[src/rtl/rv32i_types.sv]
// Shared RV32I core types used by the commit-to-BTB update path.
//   GSHARE_DEPTH_BITS : width of the gshare index carried with each update
//   BTB_UPD_DEPTH     : default depth of the commit-side update queue
//   rob_to_btb_bus    : update bus from commit toward the BTB/gshare predictor
//   btb_upd_entry_t   : queued update (bus payload, plus mispredict bit when
//                       BTB_UPDATE_PERF_EN is defined)
package rv32i_types;

   localparam int GSHARE_DEPTH_BITS = 10;
   localparam int BTB_UPD_DEPTH     = 8;

   typedef struct packed {
      logic                         valid;
      logic                         ready;
      logic [31:0]                  pc;
      logic [31:0]                  pred_branch_address;
      logic                         branch_inst;
      logic                         jal_inst;
      logic                         branch_resol;
      logic                         branch_update;
      logic [GSHARE_DEPTH_BITS-1:0] gshare_index;
   } rob_to_btb_bus;

   typedef struct packed {
      rob_to_btb_bus bus;
`ifdef BTB_UPDATE_PERF_EN
      logic          mispredict;
`endif
   } btb_upd_entry_t;

endpackage

[src/rtl/btb_update_tx_if.sv]
// Commit-port handshake between the ROB commit stage and btb_update_tx.
// Handshake: a retirement transfers on a rising clk edge where commit_valid
// and commit_ready are both high; commit_* payload must be stable while
// commit_valid is high, and commit_ready may depend combinationally on state
// but never on commit_valid.
//   master : ROB side (drives commit_*; receives commit_ready)
//   slave  : update transmitter side
interface btb_update_tx_if;
   import rv32i_types::*;

   logic                         commit_valid;
   logic                         commit_ready;
   logic [31:0]                  commit_pc;
   logic [31:0]                  commit_target;
   logic                         commit_br;
   logic                         commit_jal;
   logic                         commit_taken;
   logic                         commit_pred_taken;
   logic [GSHARE_DEPTH_BITS-1:0] commit_gshare_index;

   modport master (
      output commit_valid, commit_pc, commit_target, commit_br, commit_jal,
             commit_taken, commit_pred_taken, commit_gshare_index,
      input  commit_ready
   );

   modport slave (
      input  commit_valid, commit_pc, commit_target, commit_br, commit_jal,
             commit_taken, commit_pred_taken, commit_gshare_index,
      output commit_ready
   );

endinterface

[src/rtl/btb_upd_fifo.sv]
// Generic synchronous FIFO with occupancy count.
//   clk, rst : clock, asynchronous active-low reset (pointers/count only)
//   push/din : enqueue; accepted when not full or when popping this cycle
//   pop/dout : dequeue head; ignored when empty; dout shows head entry
//   full, empty, count : occupancy status
module btb_upd_fifo #(
   parameter type T          = logic,
   parameter int  DEPTH      = 8,
   parameter int  DEPTH_BITS = 3
) (
   input  logic                clk,
   input  logic                rst,
   input  logic                push,
   input  T                    din,
   input  logic                pop,
   output T                    dout,
   output logic                full,
   output logic                empty,
   output logic [DEPTH_BITS:0] count
);

   localparam logic [DEPTH_BITS:0] FULL_CNT = DEPTH[DEPTH_BITS:0];

   T                      mem [DEPTH];
   logic [DEPTH_BITS-1:0] head;
   logic [DEPTH_BITS-1:0] tail;
   logic                  do_push;
   logic                  do_pop;

   assign full    = (count == FULL_CNT);
   assign empty   = (count == '0);
   assign do_pop  = pop && !empty;
   // A pop frees the slot at the same edge, so a full queue still accepts.
   assign do_push = push && (!full || do_pop);
   assign dout    = mem[head];

   // Pointers wrap naturally: DEPTH is a power of two.
   always_ff @(posedge clk or negedge rst) begin
      if (!rst) begin
         head  <= '0;
         tail  <= '0;
         count <= '0;
      end else begin
         if (do_push) tail <= tail + DEPTH_BITS'(1);
         if (do_pop)  head <= head + DEPTH_BITS'(1);
         case ({do_push, do_pop})
            2'b10:   count <= count + (DEPTH_BITS+1)'(1);
            2'b01:   count <= count - (DEPTH_BITS+1)'(1);
            default: count <= count;
         endcase
      end
   end

   // Storage is deliberately not reset.
   always_ff @(posedge clk) begin
      if (do_push) mem[tail] <= din;
   end

endmodule

[src/rtl/btb_update_tx.sv]
// Commit-to-BTB update transmitter. Retired branches/jals are packed into
// update entries and queued so commit never waits on predictor training;
// one update per cycle is driven toward the BTB unless btb_hold freezes it.
// Optional feature macro: BTB_UPDATE_PERF_EN adds saturating pop counters.
//   clk, rst      : clock, asynchronous active-low reset
//   cif (slave)   : commit handshake and retirement payload
//   btb_hold      : predictor frozen, no update issued
//   btb_out       : update bus (combinational from queue head)
//   q_count       : current queue occupancy
//   perf_*_cnt    : (BTB_UPDATE_PERF_EN) branch / jal / mispredict pops
module btb_update_tx
   import rv32i_types::*;
#(
   parameter int DEPTH      = BTB_UPD_DEPTH,
   parameter int DEPTH_BITS = $clog2(DEPTH),
   parameter int GHR_BITS   = GSHARE_DEPTH_BITS
) (
   input  logic                clk,
   input  logic                rst,
   btb_update_tx_if.slave      cif,
   input  logic                btb_hold,
   output rob_to_btb_bus       btb_out,
   output logic [DEPTH_BITS:0] q_count
`ifdef BTB_UPDATE_PERF_EN
   ,
   output logic [31:0]         perf_br_cnt,
   output logic [31:0]         perf_jal_cnt,
   output logic [31:0]         perf_mispred_cnt
`endif
);

   btb_upd_entry_t      new_e;
   btb_upd_entry_t      head_e;
   logic [GHR_BITS-1:0] gidx;
   logic                resol;
   logic                push;
   logic                pop;
   logic                fifo_full;
   logic                fifo_empty;

   assign gidx  = cif.commit_gshare_index;
   assign resol = cif.commit_jal ? 1'b1 : cif.commit_taken;
   assign pop   = !fifo_empty && !btb_hold;

   assign cif.commit_ready = !fifo_full || pop;
   // Non-control-flow retirements complete the handshake but are dropped.
   assign push = cif.commit_valid && cif.commit_ready &&
                 (cif.commit_br || cif.commit_jal);

   always_comb begin
      new_e                         = '0;
      new_e.bus.pc                  = cif.commit_pc;
      new_e.bus.pred_branch_address = cif.commit_target;
      // jal wins when both flags are set.
      new_e.bus.branch_inst         = cif.commit_br && !cif.commit_jal;
      new_e.bus.jal_inst            = cif.commit_jal;
      new_e.bus.branch_resol        = resol;
      new_e.bus.branch_update       = resol;
      new_e.bus.gshare_index        = gidx;
`ifdef BTB_UPDATE_PERF_EN
      new_e.mispredict              = (resol != cif.commit_pred_taken);
`endif
   end

   btb_upd_fifo #(
      .T          (btb_upd_entry_t),
      .DEPTH      (DEPTH),
      .DEPTH_BITS (DEPTH_BITS)
   ) u_fifo (
      .clk   (clk),
      .rst   (rst),
      .push  (push),
      .din   (new_e),
      .pop   (pop),
      .dout  (head_e),
      .full  (fifo_full),
      .empty (fifo_empty),
      .count (q_count)
   );

   // The BTB consumes every valid cycle, so valid and ready are identical.
   always_comb begin
      btb_out = '0;
      if (pop) begin
         btb_out       = head_e.bus;
         btb_out.valid = 1'b1;
         btb_out.ready = 1'b1;
      end
   end

`ifdef BTB_UPDATE_PERF_EN
   always_ff @(posedge clk or negedge rst) begin
      if (!rst) begin
         perf_br_cnt      <= '0;
         perf_jal_cnt     <= '0;
         perf_mispred_cnt <= '0;
      end else if (pop) begin
         if (head_e.bus.branch_inst && (perf_br_cnt != '1))
            perf_br_cnt <= perf_br_cnt + 32'd1;
         if (head_e.bus.jal_inst && (perf_jal_cnt != '1))
            perf_jal_cnt <= perf_jal_cnt + 32'd1;
         if (head_e.mispredict && (perf_mispred_cnt != '1))
            perf_mispred_cnt <= perf_mispred_cnt + 32'd1;
      end
   end
`endif

endmodule

[src/flat_wrapper.sv]
// flat-port wrapper written by rule: the top's interface ports become plain ports
module btb_update_tx_flat import rv32i_types::*;
#(
   parameter int DEPTH      = BTB_UPD_DEPTH,
   parameter int DEPTH_BITS = $clog2(DEPTH),
   parameter int GHR_BITS   = GSHARE_DEPTH_BITS
)
  (clk, rst, btb_hold, btb_out, q_count, cif_commit_valid, cif_commit_pc, cif_commit_target, cif_commit_br, cif_commit_jal, cif_commit_taken, cif_commit_pred_taken, cif_commit_gshare_index, cif_commit_ready);
  btb_update_tx_if cif_i ();
  input  logic clk;
  input  logic rst;
  input  logic btb_hold;
  output rob_to_btb_bus btb_out;
  output logic [DEPTH_BITS:0] q_count;
  input wire logic [$bits(cif_i.commit_valid)-1:0] cif_commit_valid;
  input wire logic [$bits(cif_i.commit_pc)-1:0] cif_commit_pc;
  input wire logic [$bits(cif_i.commit_target)-1:0] cif_commit_target;
  input wire logic [$bits(cif_i.commit_br)-1:0] cif_commit_br;
  input wire logic [$bits(cif_i.commit_jal)-1:0] cif_commit_jal;
  input wire logic [$bits(cif_i.commit_taken)-1:0] cif_commit_taken;
  input wire logic [$bits(cif_i.commit_pred_taken)-1:0] cif_commit_pred_taken;
  input wire logic [$bits(cif_i.commit_gshare_index)-1:0] cif_commit_gshare_index;
  output wire logic [$bits(cif_i.commit_ready)-1:0] cif_commit_ready;
  assign cif_i.commit_valid = cif_commit_valid;
  assign cif_i.commit_pc = cif_commit_pc;
  assign cif_i.commit_target = cif_commit_target;
  assign cif_i.commit_br = cif_commit_br;
  assign cif_i.commit_jal = cif_commit_jal;
  assign cif_i.commit_taken = cif_commit_taken;
  assign cif_i.commit_pred_taken = cif_commit_pred_taken;
  assign cif_i.commit_gshare_index = cif_commit_gshare_index;
  assign cif_commit_ready = cif_i.commit_ready;
  btb_update_tx #(.DEPTH(DEPTH), .DEPTH_BITS(DEPTH_BITS), .GHR_BITS(GHR_BITS)) u_core (.clk(clk), .rst(rst), .cif(cif_i), .btb_hold(btb_hold), .btb_out(btb_out), .q_count(q_count));
endmodule
[config.mk]
export PLATFORM = sky130hd
export DESIGN_NAME = btb_update_tx_flat
export DESIGN_NICKNAME = d
export VERILOG_FILES = /design/src/rtl/rv32i_types.sv /design/src/rtl/btb_update_tx_if.sv /design/src/rtl/btb_upd_fifo.sv /design/src/rtl/btb_update_tx.sv /design/src/flat_wrapper.sv
export SDC_FILE = /design/constraint.sdc
export NUM_CORES = 1
export LEC_CHECK = 0
export ABC_AREA = 1
export CELL_PAD_IN_SITES_DETAIL_PLACEMENT = 1
export CELL_PAD_IN_SITES_GLOBAL_PLACEMENT = 2
export CORE_ASPECT_RATIO = 1.4
export CORE_MARGIN = 5
export CORE_UTILIZATION = 44
export CTS_CLUSTER_SIZE = 14
export DETAILED_ROUTE_END_ITERATION = 8
export GPL_TIMING_DRIVEN = 0
export MAX_ROUTING_LAYER = met4
export PLACE_DENSITY = 0.89
export SLEW_MARGIN = 40
export SYNTH_ARGS = -nofsm -noshare
export SYNTH_HDL_FRONTEND = slang
export SYNTH_SLANG_ARGS = --single-unit
[constraint.sdc]
create_clock -name clk -period 7.7 [get_ports clk]
set_clock_uncertainty 0.15 [all_clocks]
set_input_delay 1.54 -clock clk [delete_from_list [all_inputs] [get_ports clk]]
set_output_delay 1.54 -clock clk [all_outputs]
set_load 0.01 [all_outputs]
==> run metrics, run 1 <==
prevailing post-synth register cell=edfxtp_1; Synth top area share=74.94%; largest net degree at the start of global routing=18; Via Count=16820; pre-CTS setup slack=2.076 ns; sequential area share after synthesis=75.95%; slew margin rel.=about two fifths; clock root buffer=clkbuf_16; count of state elements after synthesis=626; crit-path max FO=10; reg-to-reg critical path startpoint=u_core.u_fifo.count[1]; slowest CP cell=clkdlybuf4s50_1; ys async rst share=1.597%; hold crit path type=reg -> reg; CP Launch Point=btb_hold; GRT Total Usage=between 20% and 30%; Min Hold Slack=0.3954 ns; Max Buffers Root-to-Sink=3; number of vias per cell=5.693; synth warn=0; port bufs=165; Hold Crit Start=u_core.u_fifo.tail[2]; hold buffers post-CTS=0; minimum clock period=5.659 ns; drc violations=0; syn_area_per_cell=12.94 um^2; met2 usage in global routing=45.34%; clk sink count=626; met1 Usage GRT=28.03%; top cells by area, synth=edfxtp_1 75%, nor2_1 8.4%, o21ai_0 5.6%; Die W=210.2 um; VDD IR-drop max=199.3 uV; Arr. time, crit path=3.97 ns; post-synth top area cell=edfxtp_1; routability cong.=approximately 0.78; Synth Instances=approximately 1900; mapped cell area=between 0.02 and 0.025 mm^2; commonest non-fill, non-tap cell in the layout=edfxtp_1; Worst-path clk slew=0.06 ns; Worst-Margin Slew=0.8735 ns; CP most frequent cell=clkdlybuf4s50_1; Row Count=102; router iterations before antenna repair=5; DR iter-0 viols=1162; share of post-route cells with drive strength above 1=under 10%; synthesis-to-finish area growth=21.23%; CP Class=in -> out; RSZ-0062 raised after global routing=no; most frequent cells in the layout=616 x edfxtp_1, 545 x nor2_1, 274 x o21ai_0; ANT nets after route=0; Final setup viols=0; Worst Path Required=approximately 6.0 ns; slowest cell delay on critical path=0.62 ns; first-pass GRT wire length=112900 um; Total Negative Setup Slacks=0 ns; PwrDens=roughly 370 mW/mm^2; grt met3 use=3.747%; Final Worst Setup Slack=2.041 ns; H-tree Lvls=2; vias in the first global route=18370; grt ovf=0; Die Ht=290.3 um; drt total wl=76440 um; hpwl dp=51690 um; initial antenna violation count=5; EDFF count, synth=616; max-capacitance violation count=0; Startpoint Class=primary input; Worst-Skew Late Latency=between 0.6 and 0.7 ns; max-slew violations=0; Syn Nets=1995; core area=approximately 0.056 mm^2; setup bufs post-CTS=0; I/O pins=about 170; crit path cell chain=clkdlybuf4s50_1 -> a21oi_4 -> buf_2 -> nand2_1 -> nor2_1 -> clkdlybuf4s50_1; non-filler cells, final=between 2000 and 3000; LEAKAGE=between 9 and 10 nW; number of CTS-inserted buffers=58; part of the cycle the worst path needs=73.49%; synth unique cells=25; die area=0.06100 mm^2; Fmax achieved=176.7 MHz; Cells after DPL=2843; CP endpoint kind=primary output; Initial Utilization=44.46%; Final #Nets=2262; Resized cells post-CTS=0; Avg WL per Cell=roughly 26 um; Fin. Hold Viols=0; grt peak-use layer=met2; CTS tree=yes; outcome=finished, final reports clean
[layer usage]
metal | vias up | share of wire [%]
li1 | 7474 | -
met1 | 8600 | 37
met2 | 580 | 55
met3 | 163 | 5.3
met4 | 0 | 3.5
met5 | - | 0
[registers in the layout, summed over array words and instances, names as in the netlist]
| signal | flops |
|---|---|
| u_core.u_fifo.tail | 3 |
| u_core.u_fifo.head | 3 |
| u_core.u_fifo.count | 4 |
| u_core.u_fifo.mem | 616 |
[synthesized netlist by cell type (all sizes together), types with 5 or more instances]
cell and n:
o22ai 77, dfrtp 10, nand2 100, clkbuf 63
o21ai 312, inv 12, edfxtp 616, ha 5
o211ai 77, nor2 553, buf 67
[through the flow]
step / cell area (um^2) / utilization, % / total power [mW]
finish: 29920 / 53.90 / 11.19
global route: 29920 / 53.90 / 11.75
CTS: 29910 / 53.88 / 11.27
detailed placement: 28230 / 50.86 / 8.623
global placement: 27250 / 49.08 / 8.341
floorplan: 24680 / - / 6.575
[power breakdown]
| part | internal (mW) | leakage [nW] | switching [mW] |
|---|---|---|---|
| clock | 1.40 | 0.827 | 1.22 |
| sequential | 4.11 | 5.70 | 0.102 |
| combinational | 1.46 | 3.41 | 2.89 |
| total | 6.97 | 9.94 | 4.22 |
[critical path, delay by kind of cell]
family                 cells  cell delay [ns]
AO/OA/AOI/OAI              1             0.53
buffers and inverters      3             1.48
AND/OR/NAND/NOR            2             0.40
[cell families after synthesis]
family	synth area share [%]
buffers and inverters	2.788
flip-flops	75.95
AND/OR/NAND/NOR	10.07
adder cells (fa/ha/maj)	0.2534
AO/OA/AOI/OAI	10.73
XOR/XNOR	0.2129
[final cells by class]
class / count / area, um^2
clock inverter: 29 / 133.9
sequential: 626 / 18750
antenna: 5 / 12.51
inverter: 12 / 45.04
timing repair buffer: 207 / 2570
clock buffer: 77 / 1544
multi-input combinational: 1140 / 5315
buffer: 130 / 644.4
fill: 5576 / 25590
tap: 728 / 910.9
[final timing paths]
check / end / slack [ns] / cells after the start
max in group asynchronous: u_core.u_fifo.head[2] / 5.83 / 1
worst min-delay path: u_core.u_fifo.tail[2] / 0.40 / 1
worst min register to register: u_core.u_fifo.tail[2] / 0.40 / 1
min in group asynchronous: u_core.u_fifo.tail[1] / 1.17 / 1
worst max register to register: u_core.u_fifo.mem[1][24] / 4.66 / 9
worst max-delay path: btb_out[75] / 2.04 / 6
No activity file was read; power rests on OpenSTA's default activity.
==> run 2, diff against run 1 <==
--- a/config.mk
+++ b/config.mk
@@ -10,12 +10,12 @@
 export CELL_PAD_IN_SITES_GLOBAL_PLACEMENT = 2
 export CORE_ASPECT_RATIO = 1.4
 export CORE_MARGIN = 5
-export CORE_UTILIZATION = 44
+export CORE_UTILIZATION = 41
 export CTS_CLUSTER_SIZE = 14
 export DETAILED_ROUTE_END_ITERATION = 8
 export GPL_TIMING_DRIVEN = 0
 export MAX_ROUTING_LAYER = met4
-export PLACE_DENSITY = 0.89
+export PLACE_DENSITY = 0.84
 export SLEW_MARGIN = 40
 export SYNTH_ARGS = -nofsm -noshare
 export SYNTH_HDL_FRONTEND = slang
==> constraint.sdc (replaced) <==
create_clock -name clk -period 5.85 [get_ports clk]
set_clock_uncertainty 0.15 [all_clocks]
set_input_delay 1.17 -clock clk [delete_from_list [all_inputs] [get_ports clk]]
set_output_delay 1.17 -clock clk [all_outputs]
set_load 0.01 [all_outputs]
==> run metrics, run 2 (synthesized netlist as in run 1, its figures left out) <==
Startpoint Class=primary input (unchanged); router iterations before antenna repair=5 (unchanged); Initial Utilization=41.36% (was 44.46%); slew margin rel.=53.07% (was 41.77%); non-filler cells, final=2984 (was 2954); RSZ-0062 raised after global routing=no (unchanged); commonest non-fill, non-tap cell in the layout=edfxtp_1 (unchanged); DR iter-0 viols=1095 (was 1162); initial antenna violation count=5 (unchanged); grt ovf=0 (unchanged); GRT Total Usage=23.30% (was 25.10%); CP Buf/Inv Count=3 (unchanged); Largest regs=u_core.u_fifo.mem: 616 flops, u_core.u_fifo.count: 4 flops (unchanged); share of post-route cells with drive strength above 1=9.802% (was 9.320%); synthesis-to-finish area growth=22.04% (was 21.23%); Avg WL per Cell=25.22 um (was 25.88 um); Worst-Skew Late Latency=0.60 ns (was 0.61 ns); first-pass GRT wire length=111800 um (was 112900 um); cell area after placement=0.02833 mm^2 (was 0.02823 mm^2); Via Count=16590 (was 16820); Reg2Reg Setup Slack=2.99 ns (was 4.66 ns); number of CTS-inserted buffers=59 (was 58); Arr. time, crit path=3.61 ns (was 3.97 ns); multi-input combinational cell area=0.005315 mm^2 (unchanged); I/O pins=167 (unchanged); Resized cells post-CTS=0 (unchanged); crit path cell chain=clkdlybuf4s50_1 -> a21oi_4 -> buf_2 -> nand2_1 -> nor2_1 -> clkdlybuf4s50_1 (unchanged); clk sink count=626 (unchanged); max FFs per register=616 (unchanged); PwrDens=493.4 mW/mm^2 (was 374.0 mW/mm^2); hold crit path type=reg -> reg (unchanged); max-slew violations=0 (unchanged); largest register by flop count=u_core.u_fifo.mem (unchanged); Util after Layout=50.47% (was 53.90%); Die Ht=300.3 um (was 290.3 um); CP most frequent cell=clkdlybuf4s50_1 (unchanged); clock root buffer=clkbuf_16 (unchanged); pre-CTS setup slack=0.9189 ns (was 2.076 ns); CTS tree=yes (unchanged); core area=0.05968 mm^2 (was 0.05552 mm^2); number of vias per cell=5.561 (was 5.693); drt total wl=75250 um (was 76440 um); ANT nets after route=0 (unchanged); Worst-Margin Slew=0.7039 ns (was 0.8735 ns); hold buffers post-CTS=0 (unchanged); part of the cycle the worst path needs=approximately 84%; minimum clock period=4.934 ns; Cells after DPL=2875 (was 2843); routability cong.=0.7695 (was 0.7780); hpwl dp=51060 um (was 51690 um); CP endpoint kind=primary output (unchanged); Max Buffers Root-to-Sink=3 (unchanged); CP Class=in -> out (unchanged); Final Instance Area=0.03012 mm^2 (was 0.02992 mm^2); H-tree Lvls=2 (unchanged); LEAKAGE=10.01 nW (was 9.936 nW); Final #Nets=2267 (was 2262); Die W=217.4 um (was 210.2 um); vias in the first global route=18180 (was 18370); slowest CP cell=clkdlybuf4s50_1 (unchanged); Final Worst Setup Slack=0.9161 ns (was 2.041 ns); VDD IR-drop max=242.2 uV (was 199.3 uV); Worst path top cell family by delay=buffers and inverters (unchanged); Overall Power=14.86 mW (was 11.19 mW); max-capacitance violation count=0 (unchanged); Row Count=106 (was 102); port bufs=165 (unchanged); largest net degree at the start of global routing=18 (unchanged); FF+latch area=0.01875 mm^2 (unchanged); FILL cells=6069 (was 5576); Worst Path Required=4.53 ns (was 6.01 ns); most frequent cells in the layout=616 x edfxtp_1, 545 x nor2_1, 274 x o21ai_0 (unchanged); crit-path max FO=10 (unchanged); slowest cell delay on critical path=0.62 ns (about the same); die area=0.06528 mm^2 (was 0.06100 mm^2); outcome=finished, final reports clean (unchanged); Worst-path clk slew=0.06 ns (about the same); Final setup viols=0 (unchanged); drc violations=0 (unchanged); Fmax achieved=about 200 MHz; setup bufs post-CTS=0 (unchanged); Fin. Hold Viols=0 (unchanged)
## run 2: cell types whose count changed in the layout (fill, tap and decap cells not counted), moves of 2 or more
cell        before  now
buf_8           19   23
clkbuf_1        68   60
clkinvlp_4       0    3
bufinv_16        0    2
clkbuf_16       59   61
## run 2: path summary, 6_finish.rpt
kind / end / depth (start not counted) / startpoint
setup / recovery: btb_out[66] / 6 / btb_hold
hold / removal: u_core.u_fifo.tail[2] / 1 / u_core.u_fifo.tail[2]
setup reg to reg: u_core.u_fifo.count[2] / 11 / u_core.u_fifo.count[1]
hold reg to reg: u_core.u_fifo.tail[2] / 1 / u_core.u_fifo.tail[2]
max in group asynchronous: u_core.u_fifo.count[1] / 1 / rst
min in group asynchronous: u_core.u_fifo.tail[0] / 1 / rst
## run 2: power breakdown
group / total [mW] / internal, mW / switching (mW)
clock network: 3.62 / 1.99 / 1.63
logic: 5.71 / 1.94 / 3.77
registers: 5.53 / 5.41 / 0.129
## run 2: worst reg2reg max path, cell delays in order, from the launching register on
cell and delay, ns:
dfrtp_1 0.44, nor2_1 0.13, a21oi_4 0.55, buf_2 0.41, ha_1 0.27, nand2_1 0.06
inv_1 0.07, nor2_1 0.05, ha_1 0.17, a21oi_1 0.15, xor2_1 0.17, o21ai_0 0.10
## run 2: routing by layer
metal / vias to the layer above / routed length (um) / track usage, %
met5: - / 0 / -
met2: 449 / 40670 / 42.61
met1: 8504 / 28520 / 25.85
li1: 7481 / - / -
met4: 0 / 2613 / 8.355
met3: 159 / 3446 / 3.455
## run 2: area by class of cell
| cell class | instances | share of cell area, % |
|---|---|---|
| diodes | 4 | 0.03323 |
| plain buffers | 130 | 2.143 |
| clock buffers | 73 | 5.250 |
| clock inverters | 32 | 0.6729 |
| inverters | 12 | 0.1495 |
| multi-input cells | 1140 | 17.64 |
| flip-flops and latches | 626 | 62.24 |
| well taps | 756 | 3.140 |
| repair buffers | 211 | 8.731 |
## run 2: per-stage QoR
| stage | TNS [ns] | hold WS [ns] |
|---|---|---|
| 2_1_floorplan | 0 | 0.3331 |
| 4_1_cts | 0 | 0.3874 |
| 5_1_grt | 0 | 0.4322 |
| 3_3_place_gp | -2472.30 | 0.3679 |
| 3_5_place_dp | 0 | 0.3809 |
| 6_report | 0 | 0.3809 |
==> run 3, diff against run 2 <==
==> constraint.sdc (replaced) <==
create_clock -name clk -period 4.75 [get_ports clk]
set_clock_uncertainty 0.15 [all_clocks]
set_input_delay 0.95 -clock clk [delete_from_list [all_inputs] [get_ports clk]]
set_output_delay 0.95 -clock clk [all_outputs]
set_load 0.01 [all_outputs]
==> run metrics, run 3 (synthesized netlist as in run 1, its figures left out) <==
outcome=finished, final reports clean (unchanged); Final Instance Area=0.03018 mm^2 (was 0.03012 mm^2); drc violations=0 (unchanged); Overall Power=18.62 mW (was 14.86 mW); PwrDens=616.9 mW/mm^2 (was 493.4 mW/mm^2); Startpoint Class=register (was primary input); router iterations before antenna repair=5 (unchanged); Crit Reg-Reg Endpoint=u_core.u_fifo.mem[6][17] (was u_core.u_fifo.count[2]); drt total wl=76000 um (was 75250 um); CTS tree=yes (unchanged); Die Ht=300.3 um (unchanged); max-slew violations=0 (unchanged); hold buffers post-CTS=0 (unchanged); max-capacitance violation count=0 (unchanged); Max Buffers Root-to-Sink=3 (unchanged); Reg2Reg Setup Slack=1.57 ns (was 2.99 ns); R2R depth=10 (was 11); core area=0.05968 mm^2 (unchanged); hpwl dp=51110 um (was 51060 um); CP Launch Point=u_core.u_fifo.head[1] (was btb_hold); pre-CTS setup slack=0.04289 ns (was 0.9189 ns); Avg WL per Cell=25.43 um (was 25.22 um); Fmax achieved=219.0 MHz; cell area after placement=0.02824 mm^2 (was 0.02833 mm^2); Final #Nets=2263 (was 2267); Worst-Margin Slew=0.7902 ns (was 0.7039 ns); max FFs per register=616 (unchanged); commonest non-fill, non-tap cell in the layout=edfxtp_1 (unchanged); LEAKAGE=10.05 nW (was 10.01 nW); most frequent cells in the layout=616 x edfxtp_1, 545 x nor2_1, 274 x o21ai_0 (unchanged); number of CTS-inserted buffers=59 (unchanged); minimum clock period=4.566 ns; Worst-path clk slew=0.07 ns (was 0.06 ns); Via Count=16780 (was 16590); largest register by flop count=u_core.u_fifo.mem (unchanged); routability cong.=0.7753 (was 0.7695); CP endpoint kind=primary output (unchanged); Worst Path Required=3.65 ns (was 4.53 ns); Largest regs=u_core.u_fifo.mem: 616 flops, u_core.u_fifo.count: 4 flops (unchanged); I/O pins=167 (unchanged); RSZ-0062 raised after global routing=no (unchanged); VDD IR-drop max=355.3 uV (was 242.2 uV); Min Hold Slack=0.3859 ns (was 0.3809 ns); largest net degree at the start of global routing=19 (was 18); vias in the first global route=18520 (was 18180); Hold Crit Start=u_core.u_fifo.tail[2] (unchanged); hold crit path type=reg -> reg (unchanged); ANT nets after route=0 (unchanged); Initial Utilization=41.36% (unchanged); number of vias per cell=5.615 (was 5.561); crit path cell chain=buf_4 -> inv_2 -> clkbuf_2 -> buf_2 -> o21ai_1 -> o22ai_1 -> nor2_1 -> nor2_1 -> clkdlybuf4s50_1 (was clkdlybuf4s50_1 -> a21oi_4 -> buf_2 -> nand2_1 -> nor2_1 -> clkdlybuf4s50_1); Arr. time, crit path=3.47 ns (was 3.61 ns); H-tree Lvls=2 (unchanged); Resized cells post-CTS=0 (unchanged); die area=0.06528 mm^2 (unchanged); grt ovf=0 (unchanged); Worst Hold End=u_core.u_fifo.tail[2] (unchanged); slew margin rel.=47.32% (was 53.07%); slowest cell delay on critical path=0.62 ns (about the same); CP Buf/Inv Count=5 (was 3); Worst-Skew Late Latency=0.62 ns (was 0.60 ns); clock root buffer=clkbuf_16 (unchanged); crit-path max FO=10 (unchanged); Worst path top cell family by delay=buffers and inverters (unchanged); initial antenna violation count=7 (was 5); Final setup viols=0 (unchanged); first-pass GRT wire length=113900 um (was 111800 um); clk sink count=626 (unchanged); Row Count=106 (unchanged); CP Class=reg -> out (was in -> out); Fin. Hold Viols=0 (unchanged); GRT Total Usage=23.68% (was 23.30%); Final Worst Setup Slack=0.1839 ns (was 0.9161 ns); Die W=217.4 um (unchanged); DR iter-0 viols=1068 (was 1095); port bufs=165 (unchanged); Total Negative Setup Slacks=0 ns (unchanged); reg-to-reg critical path startpoint=u_core.u_fifo.count[1] (unchanged); setup bufs post-CTS=0 (unchanged); synthesis-to-finish area growth=22.28% (was 22.04%); share of post-route cells with drive strength above 1=9.883% (was 9.802%); slowest CP cell=clkdlybuf4s50_1 (unchanged); CP most frequent cell=nor2_1 (was clkdlybuf4s50_1); Hold Path Stages=1 (unchanged); part of the cycle the worst path needs=96.13%
## run 3: cell types whose count changed in the layout (fill, tap and decap cells not counted)
cell / delta
clkinv_2: +4
buf_16: -2
clkinv_4: -1
clkinv_1: +2
bufinv_16: +5
clkbuf_2: -1
buf_8: -3
diode_2: +2
clkbuf_1: -2
clkbuf_8: -1
buf_6: +1
## run 3: power breakdown
group | switching (mW) | internal, mW | leakage [nW]
Sequential | 0.159 | 6.66 | 5.70
Clock | 2.06 | 2.71 | 0.946
Combinational | 4.67 | 2.37 | 3.40
Total | 6.89 | 11.7 | 10.0
## run 3: final cells by class
| type | instances | area, um^2 |
|---|---|---|
| Fill cell | 6050 | 29500 |
| Sequential cell | 626 | 18750 |
| Multi-Input combinational cell | 1140 | 5315 |
| Timing Repair Buffer | 207 | 2541 |
| Clock buffer | 69 | 1556 |
| Tap cell | 756 | 945.9 |
| Buffer | 130 | 644.4 |
| Clock inverter | 42 | 371.6 |
| Inverter | 12 | 45.04 |
| Antenna cell | 6 | 15.01 |
## run 3: worst max-delay path by stage
| stage | end | slack, ns | cells after the start |
|---|---|---|---|
| floorplan | u_core.u_fifo.mem[0][0] | -0.71 | 4 |
| global placement | u_core.u_fifo.mem[6][21] | -5.10 | 5 |
| detailed placement | u_core.u_fifo.mem[6][22] | 0.04 | 10 |
| CTS | btb_out[33] | 0.23 | 9 |
| global route | btb_out[36] | 0.06 | 8 |
| finish | btb_out[36] | 0.18 | 9 |
## run 3: per-layer routing
metal | wire length (um) | global-route usage, % | part of all wire (%)
met1 | 29160 | 27.01 | 38
met2 | 40730 | 42.37 | 54
met3 | 3332 | 3.314 | 4.4
met4 | 2772 | 9.077 | 3.6
met5 | 0 | - | 0
## run 3: worst register-to-register path, stage by stage, from the launching register on
cell	delay, ns
dfrtp_1	0.44
nor2_1	0.14
nand4_1	0.13
nand2_1	0.16
or2_2	0.44
nor2_4	0.47
buf_16	0.24
buf_16	0.17
buf_6	0.18
buf_16	0.17
buf_16	0.18
## run 3: through the flow
stage,utilization (%),std cells
after floorplan,-,1908
after global placement,45.73,2829
after detailed placement,47.32,2871
after CTS,50.55,2982
after global routing,50.57,2988
final,50.57,2988
